## src/rtl/airlock_chamber_ctrl.sv

```systemverilog
// Airlock chamber sequencer: follows the requested side from the limit stage,
// runs a timed pump cycle between sides and grants interlocked door openings.
module airlock_chamber_ctrl #(
   parameter int PUMP_CYCLES = 8,
   parameter int CW          = 4
) (
   input  logic          clk,
   input  logic          reset,
   input  logic          limit,
   input  logic          door_req,
   output logic          inner_door,
   output logic          outer_door,
   output logic          pumping,
   output logic          at_outer,
   output logic [CW-1:0] count
);

   typedef enum logic [2:0] {
      INNER_SEALED = 3'd0,
      INNER_OPEN   = 3'd1,
      PUMP_DOWN    = 3'd2,
      OUTER_SEALED = 3'd3,
      OUTER_OPEN   = 3'd4,
      PUMP_UP      = 3'd5
   } state_e;

   localparam logic [CW-1:0] TOP = CW'(PUMP_CYCLES - 1);

   state_e        state_q, state_d;
   logic [CW-1:0] count_q, count_d;

   always_comb begin
      state_d = state_q;
      count_d = count_q;
      case (state_q)
         INNER_SEALED: begin
            if (limit) begin
               state_d = PUMP_DOWN;
               count_d = TOP;
            end else if (door_req) begin
               state_d = INNER_OPEN;
            end
         end
         INNER_OPEN: begin
            if (!door_req) state_d = INNER_SEALED;
         end
         PUMP_DOWN: begin
            // Reversal resumes from the equivalent point of the opposite stroke.
            if (!limit) begin
               state_d = PUMP_UP;
               count_d = TOP - count_q;
            end else if (count_q == '0) begin
               state_d = OUTER_SEALED;
               count_d = '0;
            end else begin
               count_d = count_q - 1'b1;
            end
         end
         OUTER_SEALED: begin
            if (!limit) begin
               state_d = PUMP_UP;
               count_d = TOP;
            end else if (door_req) begin
               state_d = OUTER_OPEN;
            end
         end
         OUTER_OPEN: begin
            if (!door_req) state_d = OUTER_SEALED;
         end
         PUMP_UP: begin
            if (limit) begin
               state_d = PUMP_DOWN;
               count_d = TOP - count_q;
            end else if (count_q == '0) begin
               state_d = INNER_SEALED;
               count_d = '0;
            end else begin
               count_d = count_q - 1'b1;
            end
         end
         default: begin
            state_d = INNER_SEALED;
            count_d = '0;
         end
      endcase
   end

   always_ff @(posedge clk or negedge reset) begin
      if (!reset) begin
         state_q <= INNER_SEALED;
         count_q <= '0;
      end else begin
         state_q <= state_d;
         count_q <= count_d;
      end
   end

   assign inner_door = (state_q == INNER_OPEN);
   assign outer_door = (state_q == OUTER_OPEN);
   assign pumping    = (state_q == PUMP_DOWN) || (state_q == PUMP_UP);
   assign at_outer   = (state_q == OUTER_SEALED) || (state_q == OUTER_OPEN);
   assign count      = count_q;

endmodule

```

## config.mk

```make
export PLATFORM = sky130hd
export DESIGN_NAME = airlock_chamber_ctrl
export DESIGN_NICKNAME = d
export VERILOG_FILES = /design/src/rtl/airlock_chamber_ctrl.sv
export SDC_FILE = /design/constraint.sdc
export NUM_CORES = 1
export LEC_CHECK = 0
export BUFFER_PORTS_ARGS = -buffer_cell sky130_fd_sc_hd__buf_2
export CAP_MARGIN = 25
export CORE_AREA = 2 2 39 41
export DETAILED_ROUTE_END_ITERATION = 12
export DIE_AREA = 0 0 41 43
export MAX_ROUTING_LAYER = met4
export PLACE_DENSITY = 0.84
export RECOVER_POWER = 50
export SLEW_MARGIN = 20
export SYNTH_ARGS = -nofsm -noshare
export SYNTH_HDL_FRONTEND = slang
export SYNTH_SLANG_ARGS = --single-unit
export TNS_END_PERCENT = 10
```

## constraint.sdc

```tcl
create_clock -name clk -period 1.6 [get_ports clk]
set_input_delay 0 -clock clk [delete_from_list [all_inputs] [get_ports clk]]
set_output_delay 0 -clock clk [all_outputs]
set_load 0.03 [all_outputs]
```

Yosys cells after proc, flatten, opt, wreduce, memory -nomap -nowiden
Cells that the tools add are included.

Word-level logic and storage cells: 42. Input port bits: 4. Register bits after elaboration: 7. Output and inout bits: 8.

Equality and inequality tests: 13. Mux-type cells: 17. $add $sub $neg: 2. Reductions and logical operators: 7. Bitwise logic cells: 1.

Operator list (number): 2-to-1 mux 3 bit (10); 2-to-1 mux 4 bit (5); case mux 4 bit (5 select lines) (1); case mux 3 bit (6 select lines) (1); != test 3 bit, second input constant (4); != test 2 bit, second input constant (4); equality test 3 x 2 -> 1 bit, second input constant (2); equality test 3 bit, second input constant (2); AND reduction 6 bit (1); logical NOT 4 bit (1); subtractor 3 x 4 -> 4 bit, first input constant (1); subtractor 4 x 1 -> 4 bit, second input constant (1); equality test 3 x 1 -> 1 bit, second input constant (1); logical NOT 3 bit (1); AND reduction 3 bit (1); logical OR 1 bit (2); OR reduction 2 bit (1); NOT 1 bit (1).

Depth between registers and ports, before layout
Depth after elaboration: 4. Mapped depth: 6. Gate-level depth less buffers: 6.

Worst setup path before layout
Ideal clock, no wire load.

Path kind: register to register. Start: reg count_q[0], in the netlist count[0]. End: reg count_q[0], in the netlist count[0]. Arrival: 1.483 ns. Setup time: 0.134 ns. Clock period less this slack: 1.617 ns. Data required time: 1.466 ns. Path slack: -0.017 ns. Cell stages (with the launch flop): 7. Path buffers: 0. Path through: dfrtp_1 > inv_1 > ha_1 > nor3b_1 > nor2_1 > a211oi_1 > o32ai_1.

Cells in the longest elaborated chain, start to end: 4. Elaborated cells on any way between the ends: 7. Classes of those cells: add/sub (2); mux (4); reduce/logical (1).

RTL lines: start, declared (line 30) `logic [CW-1:0] count_q, count_d;`; start signal, assigned (line 94) `count_q <= count_d;`; subtractor 4 x 1 -> 4 bit / logical NOT 4 bit (equally long branches); 2-to-1 mux 4 bit (line 52, 74); 2-to-1 mux 4 bit (on tied branches) (line 71, 49); case mux 4 bit (5 select lines) (*) (line 35) `case (state_q)`.

Every way passes the cells marked *; elsewhere a longest branch is shown, timed or not. A chain may end at the register's enable or synchronous reset.

Worst setup path after layout
Same ends and word-level chain as after synthesis.

==> impl_metrics.tcl <==
set metrics [dict create \
    die-area_um2 1760 \
    boundaryPins 12 \
    io_buffers 11 \
    ant_nets 0 \
    finalMaxSlewViolations 0 \
    setup_viol 0 \
    ys_ff_latch 7 \
    switching_share_pct 52.2 \
    dp.final_hpwl_mm 1.09 \
    finalWirelength_mm 1.47 \
    gp_congestion 0.860 \
    critPathBufInv 1 \
    final.period_utilization_pct 94.6 \
    cpMaxStageDelayCell "dfrtp_1" \
    fin_crit_ps 1510 \
    async_flop_share_pct 100 \
    max_freq_mhz 660 \
    overflow 0 \
    maxCapViolCount 0 \
    pre_cts_ws_ps 64.0 \
    ir_drop_mv 0.944 \
    setup_ws_ps 85.8 \
    yosysSeqAreaShare_pct 26.7 \
    status "completed" \
    synthFlopType "dfrtp_1" \
    fp.dieW_um 41 \
    drt-initial-drc-count 11 \
    cp.arrival_ps 1630 \
    crit_fanout 5 \
    relSlewSlack_pct 73.5 \
    fin_util_pct 54.8 \
    netlist_area_um2 657 \
    p_switching_w 0.000925 \
    crit_required_ps 1720 \
    p_int_w 0.000846 \
    fin_tns_setup_ps 0 \
    pwr-share-seq_pct 26.2 \
    avgRoutedWirePerCell_um 13.2 \
    fp-row-count 14 \
    grt_pass1_wl_mm 2.34 \
    combPwrFrac_pct 64.2 \
    grt.total_usage_pct 20.1 \
    critical_path.startpoint_type "register" \
    htreeDepth 1 \
    cts.clk_slew.worst_paths_ps 60 \
    total_power_w 0.00177 \
    crit_chain "inv_1, ha_2, nor3b_4, nor2_1, a211oi_1, o32ai_1" \
    p_clk_share_pct 9.6 \
    syn_inst 82 \
    clock_latency_ps 260 \
    cts_max_path_buffers 2 \
    numClockSinks 7 \
    powerDensity_nw_per_um2 2340 \
    drc 0 \
    antenna_found_initial 0 \
    area_growth_pct 15.4 \
    start_util_pct 47.5 \
    firstDrtPassIters 4 \
    max_stage_delay_ps 410 \
    worstHoldPathType "in -> reg" \
    crit_family "flip-flops" \
    synth_enable_flop_cells 0 \
    antennaDiodeCount 0 \
    nets 101 \
    p_leak_nw 0.314 \
    ys_types 33 \
    layout-drive-gt1-share_pct 22.1 \
    num_vias 641 \
    avgSynthCellArea_um2 8.01 \
    core_um2 1380 \
    crit_type "reg -> reg" \
    hold_viol 0 \
    grt_pass1_vias 554 \
    ys_warn_count 0 \
    end_kind "register" \
    root_buffer "clkbuf_4" \
    rsz0062_at_grt "false" \
    numCtsBuffers 3 \
    grt_max_degree 19 \
    synth_nets 87 \
    fin_skew_ps 1.83 \
    die_h_um 43 \
    cts_tree "done" \
    viasPerCell 5.77 \
    tightest_slew_ps 397 \
]
-- worst reg2reg max path: cells and delay by family (launching register included) --
kind,cells,cell delay [ps]
AO/OA/AOI/OAI,2,330
adder cells (fa/ha/maj),1,220
AND/OR/NAND/NOR,2,310
flip-flops,1,410
buffers and inverters,1,90
-- area by class of cell --
type                    instances  area (um2)
clock buffers                   4        26.3
multi-input cells              65         438
repair buffers                 15        81.3
well taps                      16        20.0
flip-flops and latches          7         178
fillers                       131         626
inverters                       4        15.0
-- placed cells by master, fill, tap and decap left out, types with 3 or more instances in the layout --
master	count
a21oi_1	4
buf_2	6
buf_4	3
clkbuf_1	6
clkbuf_4	3
dfrtp_1	5
inv_1	4
nand2_1	9
nor2_1	11
o21ai_1	3
o22ai_1	3
-- state kept, by name (all words and copies together), names as in the netlist --
register  flops
count         4
state_q       3
-- path summary, 6_finish.rpt --
path | start | endpoint | slack [ps] | depth (start not counted)
min reg2reg | count[1] | count[1] | 590 | 2
min in group asynchronous | reset | state_q[1] | 170 | 2
max reg2reg | count[0] | count[0] | 90 | 6
max in group asynchronous | reset | state_q[0] | 1130 | 2
max | count[0] | count[0] | 90 | 6
min | door_req | state_q[2] | 10 | 3
-- metrics by stage --
stage	std cells	instance area, um2	hold WS, ps
floorplan	82	662	-296
global placement	106	717	-156
detailed placement	106	717	-156
CTS	111	753	19.8
global route	111	758	66.7
finish	111	758	11.8
-- power by group through the flow --
stage,logic [W],registers [W],clock network [W]
after global placement,0.00110,0.000447,0
after CTS,0.00113,0.000451,0.000171
after global routing,0.00124,0.000482,0.000172
final,0.00114,0.000463,0.000170
after detailed placement,0.00112,0.000454,0
after floorplan,0.000900,0.000454,0
-- metal layers --
layer  vias to the layer above  global-route usage [%]  wire length [um]
li1                        323                       -                 -
met1                       299                    24.4               633
met2                        14                    30.0               731
met3                         5                    4.71                64
met4                         0                    10.0                35
met5                         -                       -                 0
-- synthesized netlist by cell type (all sizes together) (3+ instances only) --
library cell  count  share of area (%)
buf               6                6.5
nand2b            3                3.2
nand2             9                5.1
a21oi             4                3.0
nor2b             3                4.0
inv               4                2.3
nor2             12                7.2
o221ai            3                5.9
o21ai             4                3.0
dfrtp             7                 27
o22ai             3                2.9
-- logic make-up after synthesis --
| logic type | synth area share (%) |
|---|---|
| muxes | 3.05 |
| AOI/OAI and AO/OA | 27.0 |
| and+or+nand+nor | 29.9 |
| xor gates and xnor gates | 2.67 |
| DFF | 26.7 |
| buffers and inverters | 8.76 |
| adders and majority gates | 1.90 |
-- what timing repair did --
action,CTS,global route
hold endpoints to repair,7,0
resized for setup,0,4
buffers inserted,0,0
endpoints found under the setup margin,0,4
hold buffers,1,0
Note: power is estimated with default switching activity, not from simulation.
